<file path="config.mk">
export PLATFORM = sky130hd
export DESIGN_NAME = reduce_acc_i8v4_flat
export DESIGN_NICKNAME = d
export VERILOG_FILES = /design/src/rtl/reduce_acc_i8v4_if.sv /design/src/rtl/reduce_acc_i8v4.sv /design/src/flat_wrapper.sv
export SDC_FILE = /design/constraint.sdc
export NUM_CORES = 1
export LEC_CHECK = 0
export ABC_AREA = 1
export CAP_MARGIN = 15
export CORE_MARGIN = 5
export CORE_UTILIZATION = 56
export CTS_CLUSTER_SIZE = 25
export DETAILED_ROUTE_END_ITERATION = 8
export HOLD_SLACK_MARGIN = 0.06
export PLACE_DENSITY = 0.82
export SYNTH_ARGS = -nofsm -noshare
export SYNTH_HDL_FRONTEND = slang
export SYNTH_SLANG_ARGS = --single-unit
</file>
<file path="constraint.sdc">
create_clock -name clock -period 3.15 [get_ports clock]
set_clock_uncertainty 0.05 [all_clocks]
set_input_delay 0.63 -clock clock [delete_from_list [all_inputs] [get_ports clock]]
set_output_delay 0.63 -clock clock [all_outputs]
set_load 0.01 [all_outputs]
</file>
<file path="src/rtl/reduce_acc_i8v4_if.sv">
// Stream bundle for reduce_acc_i8v4: i8v4 vector input stream and packet-sum output stream.
interface reduce_acc_i8v4_if #(
   parameter int ACC_W = 16
);
   logic             in_valid;
   logic             in_ready;
   logic [7:0]       y_0;
   logic [7:0]       y_1;
   logic [7:0]       y_2;
   logic [7:0]       y_3;
   logic             out_valid;
   logic             out_ready;
   logic [ACC_W-1:0] out_sum;
   logic             out_ovf;

   modport master (
      output in_valid, y_0, y_1, y_2, y_3, out_ready,
      input  in_ready, out_valid, out_sum, out_ovf
   );

   modport slave (
      input  in_valid, y_0, y_1, y_2, y_3, out_ready,
      output in_ready, out_valid, out_sum, out_ovf
   );
endinterface

</file>
<file path="src/rtl/reduce_acc_i8v4.sv">
// Reduces BEATS signed i8v4 vectors to one signed ACC_W sum with sticky overflow.
// Define ACC_SAT_EN for saturating accumulation; default build wraps modulo 2^ACC_W.
module reduce_acc_i8v4 #(
   parameter int BEATS = 4,
   parameter int ACC_W = 16
) (
   input  logic               clock,
   input  logic               reset,
   reduce_acc_i8v4_if.slave   bus
);

   localparam int CNT_W = (BEATS > 1) ? $clog2(BEATS) : 1;
   localparam logic [CNT_W-1:0] LAST = CNT_W'(BEATS - 1);
   localparam logic signed [ACC_W-1:0] ACC_MAX = {1'b0, {(ACC_W-1){1'b1}}};
   localparam logic signed [ACC_W-1:0] ACC_MIN = {1'b1, {(ACC_W-1){1'b0}}};

   typedef enum logic {
      ACC,
      OUT
   } state_t;

   state_t                  state_q, state_d;
   logic [CNT_W-1:0]        cnt_q, cnt_d;
   logic signed [ACC_W-1:0] acc_q, acc_d;
   logic                    ovf_q, ovf_d;
   logic signed [ACC_W-1:0] out_sum_q, out_sum_d;
   logic                    out_ovf_q, out_ovf_d;
   logic                    out_valid_q, out_valid_d;

   logic signed [9:0]       lane_sum;
   logic signed [ACC_W-1:0] lane_ext;
   logic signed [ACC_W-1:0] add_res;
   logic                    add_ovf;
   logic                    in_ready;
   logic                    accept;

   // Four 8-bit lanes fit in 10 bits (-512..508), so this add cannot overflow.
   always_comb begin
      lane_sum = {{2{bus.y_0[7]}}, bus.y_0} + {{2{bus.y_1[7]}}, bus.y_1}
               + {{2{bus.y_2[7]}}, bus.y_2} + {{2{bus.y_3[7]}}, bus.y_3};
      lane_ext = ACC_W'(lane_sum);
   end

`ifdef ACC_SAT_EN
   logic signed [ACC_W:0] wide_sum;

   always_comb begin
      wide_sum = {acc_q[ACC_W-1], acc_q} + {lane_ext[ACC_W-1], lane_ext};
      add_ovf  = wide_sum[ACC_W] != wide_sum[ACC_W-1];
      if (add_ovf) begin
         add_res = wide_sum[ACC_W] ? ACC_MIN : ACC_MAX;
      end else begin
         add_res = wide_sum[ACC_W-1:0];
      end
   end
`else
   // Overflow when both operands share a sign that the result does not.
   always_comb begin
      add_res = acc_q + lane_ext;
      add_ovf = (acc_q[ACC_W-1] == lane_ext[ACC_W-1]) &&
                (add_res[ACC_W-1] != acc_q[ACC_W-1]);
   end
`endif

   assign in_ready = (state_q == ACC) && reset;
   assign accept   = bus.in_valid && in_ready;

   always_comb begin
      state_d     = state_q;
      cnt_d       = cnt_q;
      acc_d       = acc_q;
      ovf_d       = ovf_q;
      out_sum_d   = out_sum_q;
      out_ovf_d   = out_ovf_q;
      out_valid_d = out_valid_q;
      case (state_q)
         ACC: begin
            if (accept) begin
               acc_d = add_res;
               ovf_d = ovf_q | add_ovf;
               cnt_d = cnt_q + 1'b1;
               if (cnt_q == LAST) begin
                  out_sum_d   = add_res;
                  out_ovf_d   = ovf_q | add_ovf;
                  out_valid_d = 1'b1;
                  state_d     = OUT;
               end
            end
         end
         OUT: begin
            if (out_valid_q && bus.out_ready) begin
               out_valid_d = 1'b0;
               acc_d       = '0;
               ovf_d       = 1'b0;
               cnt_d       = '0;
               state_d     = ACC;
            end
         end
      endcase
   end

   always_ff @(posedge clock or negedge reset) begin
      if (!reset) begin
         state_q     <= ACC;
         cnt_q       <= '0;
         acc_q       <= '0;
         ovf_q       <= 1'b0;
         out_sum_q   <= '0;
         out_ovf_q   <= 1'b0;
         out_valid_q <= 1'b0;
      end else begin
         state_q     <= state_d;
         cnt_q       <= cnt_d;
         acc_q       <= acc_d;
         ovf_q       <= ovf_d;
         out_sum_q   <= out_sum_d;
         out_ovf_q   <= out_ovf_d;
         out_valid_q <= out_valid_d;
      end
   end

   assign bus.in_ready  = in_ready;
   assign bus.out_valid = out_valid_q;
   assign bus.out_sum   = out_sum_q;
   assign bus.out_ovf   = out_ovf_q;

endmodule
</file>
<file path="src/flat_wrapper.sv">
// flat-port wrapper written by rule: the top's interface ports become plain ports
module reduce_acc_i8v4_flat 
#(
   parameter int BEATS = 4,
   parameter int ACC_W = 16
)
  (clock, reset, bus_in_valid, bus_y_0, bus_y_1, bus_y_2, bus_y_3, bus_out_ready, bus_in_ready, bus_out_valid, bus_out_sum, bus_out_ovf);
  reduce_acc_i8v4_if #(.ACC_W(ACC_W)) bus_i ();
  input  logic clock;
  input  logic reset;
  input wire logic [$bits(bus_i.in_valid)-1:0] bus_in_valid;
  input wire logic [$bits(bus_i.y_0)-1:0] bus_y_0;
  input wire logic [$bits(bus_i.y_1)-1:0] bus_y_1;
  input wire logic [$bits(bus_i.y_2)-1:0] bus_y_2;
  input wire logic [$bits(bus_i.y_3)-1:0] bus_y_3;
  input wire logic [$bits(bus_i.out_ready)-1:0] bus_out_ready;
  output wire logic [$bits(bus_i.in_ready)-1:0] bus_in_ready;
  output wire logic [$bits(bus_i.out_valid)-1:0] bus_out_valid;
  output wire logic [$bits(bus_i.out_sum)-1:0] bus_out_sum;
  output wire logic [$bits(bus_i.out_ovf)-1:0] bus_out_ovf;
  assign bus_i.in_valid = bus_in_valid;
  assign bus_i.y_0 = bus_y_0;
  assign bus_i.y_1 = bus_y_1;
  assign bus_i.y_2 = bus_y_2;
  assign bus_i.y_3 = bus_y_3;
  assign bus_i.out_ready = bus_out_ready;
  assign bus_in_ready = bus_i.in_ready;
  assign bus_out_valid = bus_i.out_valid;
  assign bus_out_sum = bus_i.out_sum;
  assign bus_out_ovf = bus_i.out_ovf;
  reduce_acc_i8v4 #(.BEATS(BEATS), .ACC_W(ACC_W)) u_core (.clock(clock), .reset(reset), .bus(bus_i));
endmodule
</file>
==> flow_metrics.env, run 1 <==
export IMPL_worst_endpoint_type="sequential cell input"
export IMPL_yosysUniqueCellTypes=34
export IMPL_ys_top_cells_by_area="dfrtp_1 (30%), nand2_1 (14%), ha_1 (13%), fa_1 (7.5%), inv_1 (5.7%)"
export IMPL_status="stopped before the end"
export IMPL_die_h_um=85.8
export IMPL_synth_largest_area_cell="dfrtp_1"
export IMPL_tritoncts_num_sinks=38
export IMPL_cts_made_buffers=5
export IMPL_max_root_sink_buffers=2
export IMPL_ys_warn_count=0
export IMPL_cts_root_buf="clkbuf_8"
export IMPL_synth_largest_type_area_fraction_pct=29.5
export IMPL_post_syn_instances=412
export IMPL_hold_buffers=0
export IMPL_syn_area_per_cell_um2=7.82
export IMPL_gp_routability_congestion=0.949
export IMPL_syn_num_nets=493
export IMPL_synth_seq_cells=38
export IMPL_worstEndpointGrtRepair="u_core.bus.out_ovf$_DFFE_PN0P_/D"
export IMPL_ctsHtreeMaxLevel=2
export IMPL_die_width_um=85.8
export IMPL_grt_start_max_net_pins=39
export IMPL_preCtsSetupSlack_ps=-1920
export IMPL_post_synth_most_frequent_cells="nand2_1 (121), inv_1 (49), dfrtp_1 (38)"
export IMPL_synth_enable_flop_cells=0
export IMPL_async_flop_share_pct=100
export IMPL_stop_stage="5_1_grt"
export IMPL_ys_flop_type="dfrtp_1"
export IMPL_start_util_pct=58.1
export IMPL_synth_seq_area_share_pct=29.5
export IMPL_detailed_place_area_mm2=0.00448
export IMPL_stop_error="[ERROR DPL-0038] Utilization greater than 100%, impossible to legalize"
export IMPL_port_buffer_count=54
export IMPL_num_io_pins=55
export IMPL_num_rows=27
export IMPL_post_synth_instance_area_mm2=0.00322
export IMPL_post_dp_hpwl_um=6960
export IMPL_synthMostInstantiatedCell="nand2_1"
## kinds of logic after synthesis
kind of cell / after synthesis / synth area share (%)
AOI/OAI and AO/OA: 55 / 10.3
adders and majority gates: 45 / 20.3
DFF: 38 / 29.5
buffers and inverters: 58 / 7.54
xor gates and xnor gates: 19 / 5.17
and+or+nand+nor: 197 / 27.2
## repair_timing
action                                 in CTS
pin swaps                                  86
setup buffers                              14
endpoints found under the hold margin       0
setup endpoints to repair                  32
gates resized for setup                   110
## through the flow
step	cells	hold WS, ps
after floorplan	412	284
after global placement	584	411
after detailed placement	584	421
after CTS	604	359
==> run 2, diff against run 1 <==
- CORE_UTILIZATION: 56 -> 40
- CTS_CLUSTER_SIZE: 25 -> not set
- HOLD_SLACK_MARGIN: 0.06 -> not set
- PLACE_DENSITY: 0.82 -> not set
- PLACE_DENSITY_LB_ADDON: not set -> 0.15
==> flow_metrics.env, run 2 <==
export IMPL_preCtsSetupSlack_ps=-1930
export IMPL_post_route_worst_setup_slack_ps=-1070
export IMPL_reg2reg_depth=11
export IMPL_global_route_wire_length_before_repair_um=15000
export IMPL_timing_critical_path_mode_cell="nand2_2"
export IMPL_setup_viol=30
export IMPL_final_seq_area_um2=951
export IMPL_die_h_um=99.7
export IMPL_share_of_layout_cells_above_drive_strength_1_pct=47.5
export IMPL_synth_seq_area_share_pct=29.5
export IMPL_detailed_place_area_mm2=0.00450
export IMPL_num_rows=32
export IMPL_post_layout_inst_area_mm2=0.00547
export IMPL_post_synth_most_frequent_cells="nand2_1 (121), inv_1 (49), dfrtp_1 (38)"
export IMPL_fmax_mhz=237
export IMPL_grt_use_total_pct=18.4
export IMPL_synth_largest_area_cell="dfrtp_1"
export IMPL_hold_buffers=0
export IMPL_clk_insertion_delay_late_ps=300
export IMPL_cts_tree="built"
export IMPL_ctsHtreeMaxLevel=2
export IMPL_final_common_cell="nand2_1"
export IMPL_synth_seq_cells=38
export IMPL_worstPathArrival_ps=4360
export IMPL_worstPathRequired_ps=3290
export IMPL_number_of_antenna_violations_at_the_first_check_in_global_routing=0
export IMPL_ys_warn_count=0
export IMPL_critical_path_slowest_cell="fa_1"
export IMPL_whs_endpoint="u_core.bus.out_sum[12]$_DFFE_PN0P_"
export IMPL_postRouteWirelength_um=9590
export IMPL_r2r_slack_ps=1070
export IMPL_cts_made_buffers=5
export IMPL_multiInputGateArea_mm2=0.00297
export IMPL_drt_drc_violations_left=0
export IMPL_fill_cells=592
export IMPL_max_cap_violations=0
export IMPL_gp_routability_congestion=0.925
export IMPL_max_root_sink_buffers=2
export IMPL_report_final_hold_viol_count=0
export IMPL_dr_pass1_iters=4
export IMPL_synth_largest_type_area_fraction_pct=29.5
export IMPL_post_syn_instances=412
export IMPL_wl_per_cell_um=14.9
export IMPL_globalRoute_totalOverflow=0
export IMPL_routed_via_density=5.11
export IMPL_critical_path_max_stage_delay_ps=470
export IMPL_areaGrowthSynthToFinish_pct=69.7
export IMPL_worstMarginPinSlew_ps=500
export IMPL_failed_checks="setup timing"
export IMPL_layout_cells_most_common_list="nand2_1 (81), buf_4 (62), clkdlybuf4s50_1 (40), dfrtp_1 (38), nand2_2 (34)"
export IMPL_start_util_pct=41.5
export IMPL_synth_enable_flop_cells=0
export IMPL_via_count_of_the_first_global_routing_pass=3372
export IMPL_insertedDiodeCount=0
export IMPL_post_dp_hpwl_um=6270
export IMPL_reg2reg_from="u_core.acc_q[0]$_DFFE_PN0P_"
export IMPL_die_width_um=99.7
export IMPL_hold_depth=2
export IMPL_final_min_clock_period_ps=4220
export IMPL_regToRegEndpoint="u_core.bus.out_sum[8]$_DFFE_PN0P_"
export IMPL_cts_root_buf="clkbuf_8"
export IMPL_timing_critical_path_fanout_max=8
export IMPL_rsz0062_at_grt="true"
export IMPL_antenna_violating_nets_post_route=0
export IMPL_num_io_pins=55
export IMPL_syn_area_per_cell_um2=7.82
export IMPL_timing_max_transition_violations_final=0
export IMPL_drt_iter0_drc=163
export IMPL_num_vias=3299
export IMPL_register_clock_pin_slew_on_the_reported_worst_setup_and_hold_paths_ps=70
export IMPL_slew_headroom_pct=66.7
export IMPL_port_buffer_count=54
export IMPL_worst_hold_path_type="flip-flop to flip-flop"
export IMPL_async_flop_share_pct=100
export IMPL_timing_setup_critical_path_class="input port to flip-flop"
export IMPL_ys_flop_type="dfrtp_1"
export IMPL_syn_num_nets=493
export IMPL_ys_top_cells_by_area="dfrtp_1 (30%), nand2_1 (14%), ha_1 (13%), fa_1 (7.5%), inv_1 (5.7%)"
export IMPL_status="complete, but fails checks"
export IMPL_grt_start_max_net_pins=39
export IMPL_tritoncts_num_sinks=38
export IMPL_final_min_period_over_clock_period_pct=134
export IMPL_finalHoldWorstSlack_ps=431
export IMPL_hold_path_startpoint="u_core.bus.out_sum[12]$_DFFE_PN0P_"
export IMPL_worst_setup_path_start_kind="input port"
export IMPL_fin_nets=624
export IMPL_post_synth_instance_area_mm2=0.00322
export IMPL_synthMostInstantiatedCell="nand2_1"
export IMPL_critical_path_endpoint_type="flip-flop"
export IMPL_core_area_mm2=0.00777
export IMPL_yosysUniqueCellTypes=34
export IMPL_die_area_mm2=0.00995
==> run 2: timing repair <==
action / in CTS / in global routing
resized for setup: 94 / 96
setup endpoints to repair: 32 / 30
setup buffers: 10 / 19
gates cloned: 0 / 0
pin swaps: 48 / 76
==> run 2: cell type report <==
class / count / area share [%]
Clock buffer: 5 / 1.26
Clock inverter: 2 / 0.183
Inverter: 53 / 3.75
Multi-Input combinational cell: 316 / 54.3
Sequential cell: 38 / 17.4
Tap cell: 102 / 2.34
Timing Repair Buffer: 129 / 20.8
==> run 2: worst max path at each step <==
| stage | from | depth (start not counted) | slack [ps] | endpoint |
|---|---|---|---|---|
| 2_1_floorplan | bus_y_1[0] | 27 | -1080 | u_core.bus.out_sum[15]$_DFFE_PN0P_ |
| 3_3_place_gp | bus_y_1[0] | 26 | -1870 | u_core.bus.out_sum[10]$_DFFE_PN0P_ |
| 3_5_place_dp | bus_y_1[0] | 28 | -1930 | u_core.bus.out_sum[15]$_DFFE_PN0P_ |
| 4_1_cts | bus_y_0[0] | 28 | -1080 | u_core.bus.out_sum[13]$_DFFE_PN0P_ |
| 5_1_grt | bus_y_0[0] | 27 | -1370 | u_core.acc_q[14]$_DFFE_PN0P_ |
| 6_report | bus_y_0[0] | 26 | -1070 | u_core.bus.out_ovf$_DFFE_PN0P_ |
==> run 2: stage by stage <==
step | cells | util [%] | setup TNS [ps]
after floorplan | 412 | - | -21990
after global placement | 611 | 57.9 | -46540
after detailed placement | 611 | 57.9 | -48480
after CTS | 628 | 64.2 | -22710
after global routing | 645 | 70.4 | -30870
final | 645 | 70.4 | -24670
==> run 2: cells by family (layout without fill, tap and decap cells) <==
kind of cell	Yosys count	after routing	synth area share [%]
flip-flops	38	38	29.5
XOR/XNOR	19	19	5.17
AND/OR/NAND/NOR	197	197	27.2
AO/OA/AOI/OAI	55	55	10.3
buffers and inverters	58	189	7.54
adder cells (fa/ha/maj)	45	45	20.3
==> run 2: per-layer routing <==
layer	share of wire (%)	track usage, %	wire (µm)
met1	41	23.3	3920
met2	52	31.7	5020
met3	4.9	3.23	468
met4	1.9	5.88	184
met5	0	0	0
==> run 2: critical path, delay by kind of cell <==
family                     cells  cell delay (ps)
adders and majority gates      5             1570
xor gates and xnor gates       1              190
and+or+nand+nor               13             1190
buffers and inverters          2              100
AOI/OAI and AO/OA              5              680
Power of run 2 is not shown: default switching activity piles up to over one toggle a cycle in this logic, so the estimate is an artifact.
==> run 3, diff against run 2 <==
- MAX_ROUTING_LAYER: not set -> met4
==> flow_metrics.env, run 3 (same netlist as run 2, synthesis figures left out) <==
export IMPL_failed_checks="setup timing"
export IMPL_via_count_of_the_first_global_routing_pass=3202
export IMPL_reg2reg_from="u_core.acc_q[0]$_DFFE_PN0P_"
export IMPL_critical_path_endpoint_type="flip-flop"
export IMPL_cts_root_buf="clkbuf_8"
export IMPL_port_buffer_count=54
export IMPL_clk_insertion_delay_late_ps=290
export IMPL_worstPathArrival_ps=4420
export IMPL_timing_setup_critical_path_class="input port to flip-flop"
export IMPL_max_root_sink_buffers=2
export IMPL_worst_hold_path_type="flip-flop to flip-flop"
export IMPL_tritoncts_num_sinks=38
export IMPL_ctsHtreeMaxLevel=2
export IMPL_finalHoldWorstSlack_ps=431
export IMPL_worst_setup_path_start_kind="input port"
export IMPL_power_uw=7020
export IMPL_hold_depth=2
export IMPL_preCtsSetupSlack_ps=-1910
export IMPL_final_min_period_over_clock_period_pct=136
export IMPL_fmax_mhz=234
export IMPL_start_util_pct=41.5
export IMPL_grt_start_max_net_pins=39
export IMPL_wl_per_cell_um=14.1
export IMPL_die_width_um=99.7
export IMPL_routed_via_density=4.99
export IMPL_num_io_pins=55
export IMPL_final_common_cell="nand2_1"
export IMPL_number_of_antenna_violations_at_the_first_check_in_global_routing=0
export IMPL_status="complete, but fails checks"
export IMPL_core_area_mm2=0.00777
export IMPL_hold_path_startpoint="u_core.bus.out_ovf$_DFFE_PN0P_"
export IMPL_whs_endpoint="u_core.bus.out_ovf$_DFFE_PN0P_"
export IMPL_drt_iter0_drc=208
export IMPL_antenna_violating_nets_post_route=0
export IMPL_die_area_mm2=0.00995
export IMPL_post_route_worst_setup_slack_ps=-1130
export IMPL_worst_ir_drop_vdd_v=0.000622
export IMPL_num_rows=32
export IMPL_die_h_um=99.7
export IMPL_layout_cells_most_common_list="nand2_1 (94), buf_4 (54), clkdlybuf4s50_1 (41), dfrtp_1 (38), inv_1 (32)"
export IMPL_max_cap_violations=0
export IMPL_register_clock_pin_slew_on_the_reported_worst_setup_and_hold_paths_ps=80
export IMPL_number_of_instances_in_the_placed_design=608
export IMPL_cts_tree="built"
export IMPL_hold_buffers=0
export IMPL_post_layout_inst_area_mm2=0.00534
export IMPL_r2r_slack_ps=1110
export IMPL_globalRoute_totalOverflow=0
export IMPL_rsz0062_at_grt="true"
export IMPL_num_vias=3174
export IMPL_final_min_clock_period_ps=4280
export IMPL_detailed_place_area_mm2=0.00447
export IMPL_setup_viol=30
export IMPL_share_of_layout_cells_above_drive_strength_1_pct=42.9
export IMPL_fin_nets=615
export IMPL_worstMarginPinSlew_ps=497
export IMPL_reg2reg_depth=10
export IMPL_power_density_cell_area_mw_per_mm2=1310
export IMPL_timing_critical_path_fanout_max=8
export IMPL_worstPathRequired_ps=3290
export IMPL_dr_pass1_iters=5
export IMPL_global_route_wire_length_before_repair_um=14400
export IMPL_areaGrowthSynthToFinish_pct=65.8
export IMPL_regToRegEndpoint="u_core.bus.out_sum[6]$_DFFE_PN0P_"
export IMPL_insertedDiodeCount=0
export IMPL_cts_made_buffers=5
export IMPL_report_final_hold_viol_count=0
export IMPL_slew_headroom_pct=66.9
export IMPL_post_dp_hpwl_um=6250
export IMPL_drt_drc_violations_left=0
export IMPL_timing_max_transition_violations_final=0
export IMPL_gp_routability_congestion=0.966
export IMPL_postRouteWirelength_um=8950
export IMPL_grt_use_total_pct=18.3
export IMPL_static_leakage_power_uw=0.00253
export IMPL_final_cell_count_no_fill=636
[run 3: changes by cell type in the layout (fill, tap and decap cells not counted), moves of 4 or more]
cell,change
buf_4,-8
nand2_2,-6
nand2_1,+13
nor2_2,+4
nand2_4,-7
dlymetal6s2s_1,-4
[run 3: through the flow]
| step | utilization (%) | TNS, ps |
|---|---|---|
| finish | 68.8 | -24830 |
| global route | 68.8 | -30410 |
| CTS | 64.3 | -22650 |
| detailed placement | 57.6 | -48070 |
| global placement | 57.6 | -46860 |
| floorplan | - | -21990 |
[run 3: cell type report]
| class | instances | area, µm² |
|---|---|---|
| clock buffer | 5 | 68.8 |
| clock inverter | 2 | 10.0 |
| fill | 597 | 2430 |
| inverter | 53 | 200 |
| multi-input combinational | 316 | 2910 |
| sequential | 38 | 951 |
| tap | 102 | 128 |
| timing repair buffer | 120 | 1080 |
[run 3: what timing repair did]
| action | CTS | global route |
|---|---|---|
| setup endpoints to repair | 32 | 30 |
| pin swaps | 93 | 56 |
| resized for setup | 108 | 55 |
| setup buffers | 11 | 11 |
| endpoints found under the hold margin | 0 | 0 |
[run 3: worst max path at each step]
stage | start | to | slack (ps) | cells past startpoint
2_1_floorplan | bus_y_1[0] | u_core.bus.out_sum[15]$_DFFE_PN0P_ | -1080 | 27
3_3_place_gp | bus_y_1[0] | u_core.bus.out_sum[12]$_DFFE_PN0P_ | -1840 | 26
3_5_place_dp | bus_y_1[0] | u_core.acc_q[15]$_DFFE_PN0P_ | -1910 | 28
4_1_cts | bus_y_0[0] | u_core.bus.out_ovf$_DFFE_PN0P_ | -1050 | 30
5_1_grt | bus_y_0[0] | u_core.acc_q[15]$_DFFE_PN0P_ | -1390 | 28
6_report | bus_y_0[0] | u_core.acc_q[15]$_DFFE_PN0P_ | -1130 | 27
[run 3: power breakdown]
part | leakage [µW] | switching (µW) | total (µW) | internal, µW
clock | 0.0000438 | 179 | 328 | 149
sequential | 0.000478 | 181 | 902 | 721
combinational | 0.00201 | 2900 | 5790 | 2890
total | 0.00253 | 3260 | 7020 | 3760
[run 3: critical path: stages]
cell and delay (ps):
buf_6 70, ha_4 130, inv_2 40, fa_2 380
o21ai_4 150, a21oi_2 70, o21bai_1 190, buf_4 150
xor2_2 130, fa_1 470, ha_4 260, nand2_1 70
nand2_2 70, a21oi_4 190, nand2_2 90, nand2_4 100
nand2_8 110, ha_4 300, nand2_2 50, inv_2 80
nand2_4 60, nor3_4 210, nand2_1 90, nand2_2 100
nand3_2 90, nand3_2 80, nand2_1 50
[run 3: per-layer routing]
layer	routed length [µm]	global-route usage, %	vias to the layer above
li1	-	-	1568
met1	3950	24.0	1503
met2	4440	30.4	97
met3	488	2.24	6
met4	62	3.99	0
met5	0	-	-
(Power assumes the default switching activity.)
==> run 4, diff against run 3 <==
- DONT_BUFFER_PORTS: not set -> 1
- clock period: 3.15 -> 4.94 ns (I/O delays scaled with it)
==> flow_metrics.env, run 4 (same netlist as run 2, synthesis figures left out) <==
export IMPL_num_io_pins=55
export IMPL_cts_tree="built"
export IMPL_post_route_worst_setup_slack_ps=247
export IMPL_fmax_mhz=213
export IMPL_layout_cells_most_common_list="nand2_1 (107), inv_1 (47), dfrtp_1 (38), buf_4 (31), nand3_1 (24)"
export IMPL_timing_max_transition_violations_final=0
export IMPL_worst_ir_drop_vdd_v=0.000237
export IMPL_drt_drc_violations_left=0
export IMPL_num_vias=2745
export IMPL_start_util_pct=41.5
export IMPL_post_dp_hpwl_um=6020
export IMPL_max_root_sink_buffers=2
export IMPL_worstPathArrival_ps=4870
export IMPL_die_h_um=99.7
export IMPL_critical_path_slowest_cell="fa_1"
export IMPL_areaGrowthSynthToFinish_pct=22.0
export IMPL_via_count_of_the_first_global_routing_pass=2749
export IMPL_timing_setup_critical_path_class="input port to flip-flop"
export IMPL_number_of_instances_in_the_placed_design=534
export IMPL_path_delay_family="adder cells"
export IMPL_drt_iter0_drc=169
export IMPL_final_min_clock_period_ps=4690
export IMPL_regToRegEndpoint="u_core.bus.out_sum[11]$_DFFE_PN0P_"
export IMPL_final_cell_count_no_fill=548
export IMPL_clk_insertion_delay_late_ps=290
export IMPL_post_layout_inst_area_mm2=0.00393
export IMPL_finalSetupTns_ps=0
export IMPL_cts_root_buf="clkbuf_8"
export IMPL_core_area_mm2=0.00777
export IMPL_critical_path_max_stage_delay_ps=490
export IMPL_preCtsSetupSlack_ps=-273
export IMPL_worst_hold_path_type="input port to async pin"
export IMPL_worst_setup_path_start_kind="input port"
export IMPL_grt_start_max_net_pins=40
export IMPL_share_of_layout_cells_above_drive_strength_1_pct=24.4
export IMPL_status="complete, no violations"
export IMPL_r2r_slack_ps=2820
export IMPL_postRouteWirelength_um=7670
export IMPL_fin_nets=526
export IMPL_num_rows=32
export IMPL_number_of_antenna_violations_at_the_first_check_in_global_routing=0
export IMPL_reg2reg_depth=7
export IMPL_static_leakage_power_uw=0.00201
export IMPL_register_clock_pin_slew_on_the_reported_worst_setup_and_hold_paths_ps=80
export IMPL_power_density_cell_area_mw_per_mm2=834
export IMPL_max_cap_violations=0
export IMPL_timing_critical_path_mode_cell="nand2_2"
export IMPL_ctsHtreeMaxLevel=2
export IMPL_dr_pass1_iters=4
export IMPL_routed_via_density=5.01
export IMPL_reg2reg_from="u_core.state_q$_DFF_PN0_"
export IMPL_wl_per_cell_um=14.0
export IMPL_timing_critical_path_fanout_max=5
export IMPL_grt_use_total_pct=16.2
export IMPL_slew_headroom_pct=71.1
export IMPL_timing_critical_path_buf_inv=4
export IMPL_die_area_mm2=0.00995
export IMPL_globalRoute_totalOverflow=0
export IMPL_cts_made_buffers=5
export IMPL_crit_path_cell_trace="ha_4 > inv_2 > fa_2 > o21ai_2 > a21oi_2 > o21bai_1 > xor2_1 > fa_1 > ha_4 > buf_4 > nand2_1 > inv_1 > nand4_1 > o211ai_1 > xor2_1 > ha_2 > nand2_2 > nand2_2 > nand2_2 > nand2_4 > buf_4 > o21ai_0 > nand3_1 > nand2_1"
export IMPL_worstMarginPinSlew_ps=432
export IMPL_die_width_um=99.7
export IMPL_report_final_hold_viol_count=0
export IMPL_final_min_period_over_clock_period_pct=95.0
export IMPL_tritoncts_num_sinks=38
export IMPL_setup_viol=0
export IMPL_finalHoldWorstSlack_ps=325
export IMPL_final_common_cell="nand2_1"
export IMPL_port_buffer_count=0
export IMPL_antenna_violating_nets_post_route=0
export IMPL_gp_routability_congestion=0.848
export IMPL_detailed_place_area_mm2=0.00349
export IMPL_worstPathRequired_ps=5120
export IMPL_global_route_wire_length_before_repair_um=12700
export IMPL_insertedDiodeCount=0
export IMPL_critical_path_endpoint_type="flip-flop"
-- run 4: changes by cell type in the layout (fill, tap and decap cells not counted), sizes merged, moves of 2 or more --
cell and delta:
buf -41, bufinv +2, clkdlybuf4s15 -2, clkdlybuf4s50 -41
dlygate4sd2 -4
-- run 4: cell type report --
type / count / area [µm²]
multi-input cells: 316 / 2280
clock inverters: 3 / 68.8
clock buffers: 5 / 68.8
well taps: 102 / 128
repair buffers: 31 / 233
flip-flops and latches: 38 / 951
inverters: 53 / 200
fillers: 764 / 3840
-- run 4: power by group --
part           total (µW)  leakage, µW  switching, µW  internal (µW)
logic                2340      0.00147           1330           1010
clock network         322    0.0000683            119            202
registers             615     0.000478            155            460
total                3280      0.00201           1610           1670
-- run 4: metrics by stage --
stage	total power, µW	util (%)
4_1_cts	2960	46.7
3_3_place_gp	2600	45.0
3_5_place_dp	2630	45.0
5_1_grt	3590	50.6
2_1_floorplan	2040	-
6_report	3280	50.6
-- run 4: worst max path at each step --
stage	from	to	slack (ps)	cells past startpoint
finish	bus_y_1[0]	u_core.acc_q[11]$_DFFE_PN0P_	250	24
global route	bus_y_1[0]	u_core.bus.out_sum[14]$_DFFE_PN0P_	-60	24
global placement	bus_y_1[0]	u_core.bus.out_ovf$_DFFE_PN0P_	-220	26
detailed placement	bus_y_1[0]	u_core.bus.out_ovf$_DFFE_PN0P_	-270	28
CTS	bus_y_1[0]	u_core.bus.out_ovf$_DFFE_PN0P_	30	28
floorplan	bus_y_1[0]	u_core.bus.out_ovf$_DFFE_PN0P_	60	28
-- run 4: routing by layer --
layer | GRT usage (%) | share of wire (%)
met1 | 22.7 | 49
met2 | 24.2 | 45
met3 | 2.17 | 4.3
met4 | 5.15 | 1.2
met5 | - | 0
-- run 4: what timing repair did --
item                                    4_1_cts  5_1_grt
endpoints found under the setup margin        0       16
hold buffers                                  0        0
gates resized for setup                       0       51
setup buffers                                 0        6
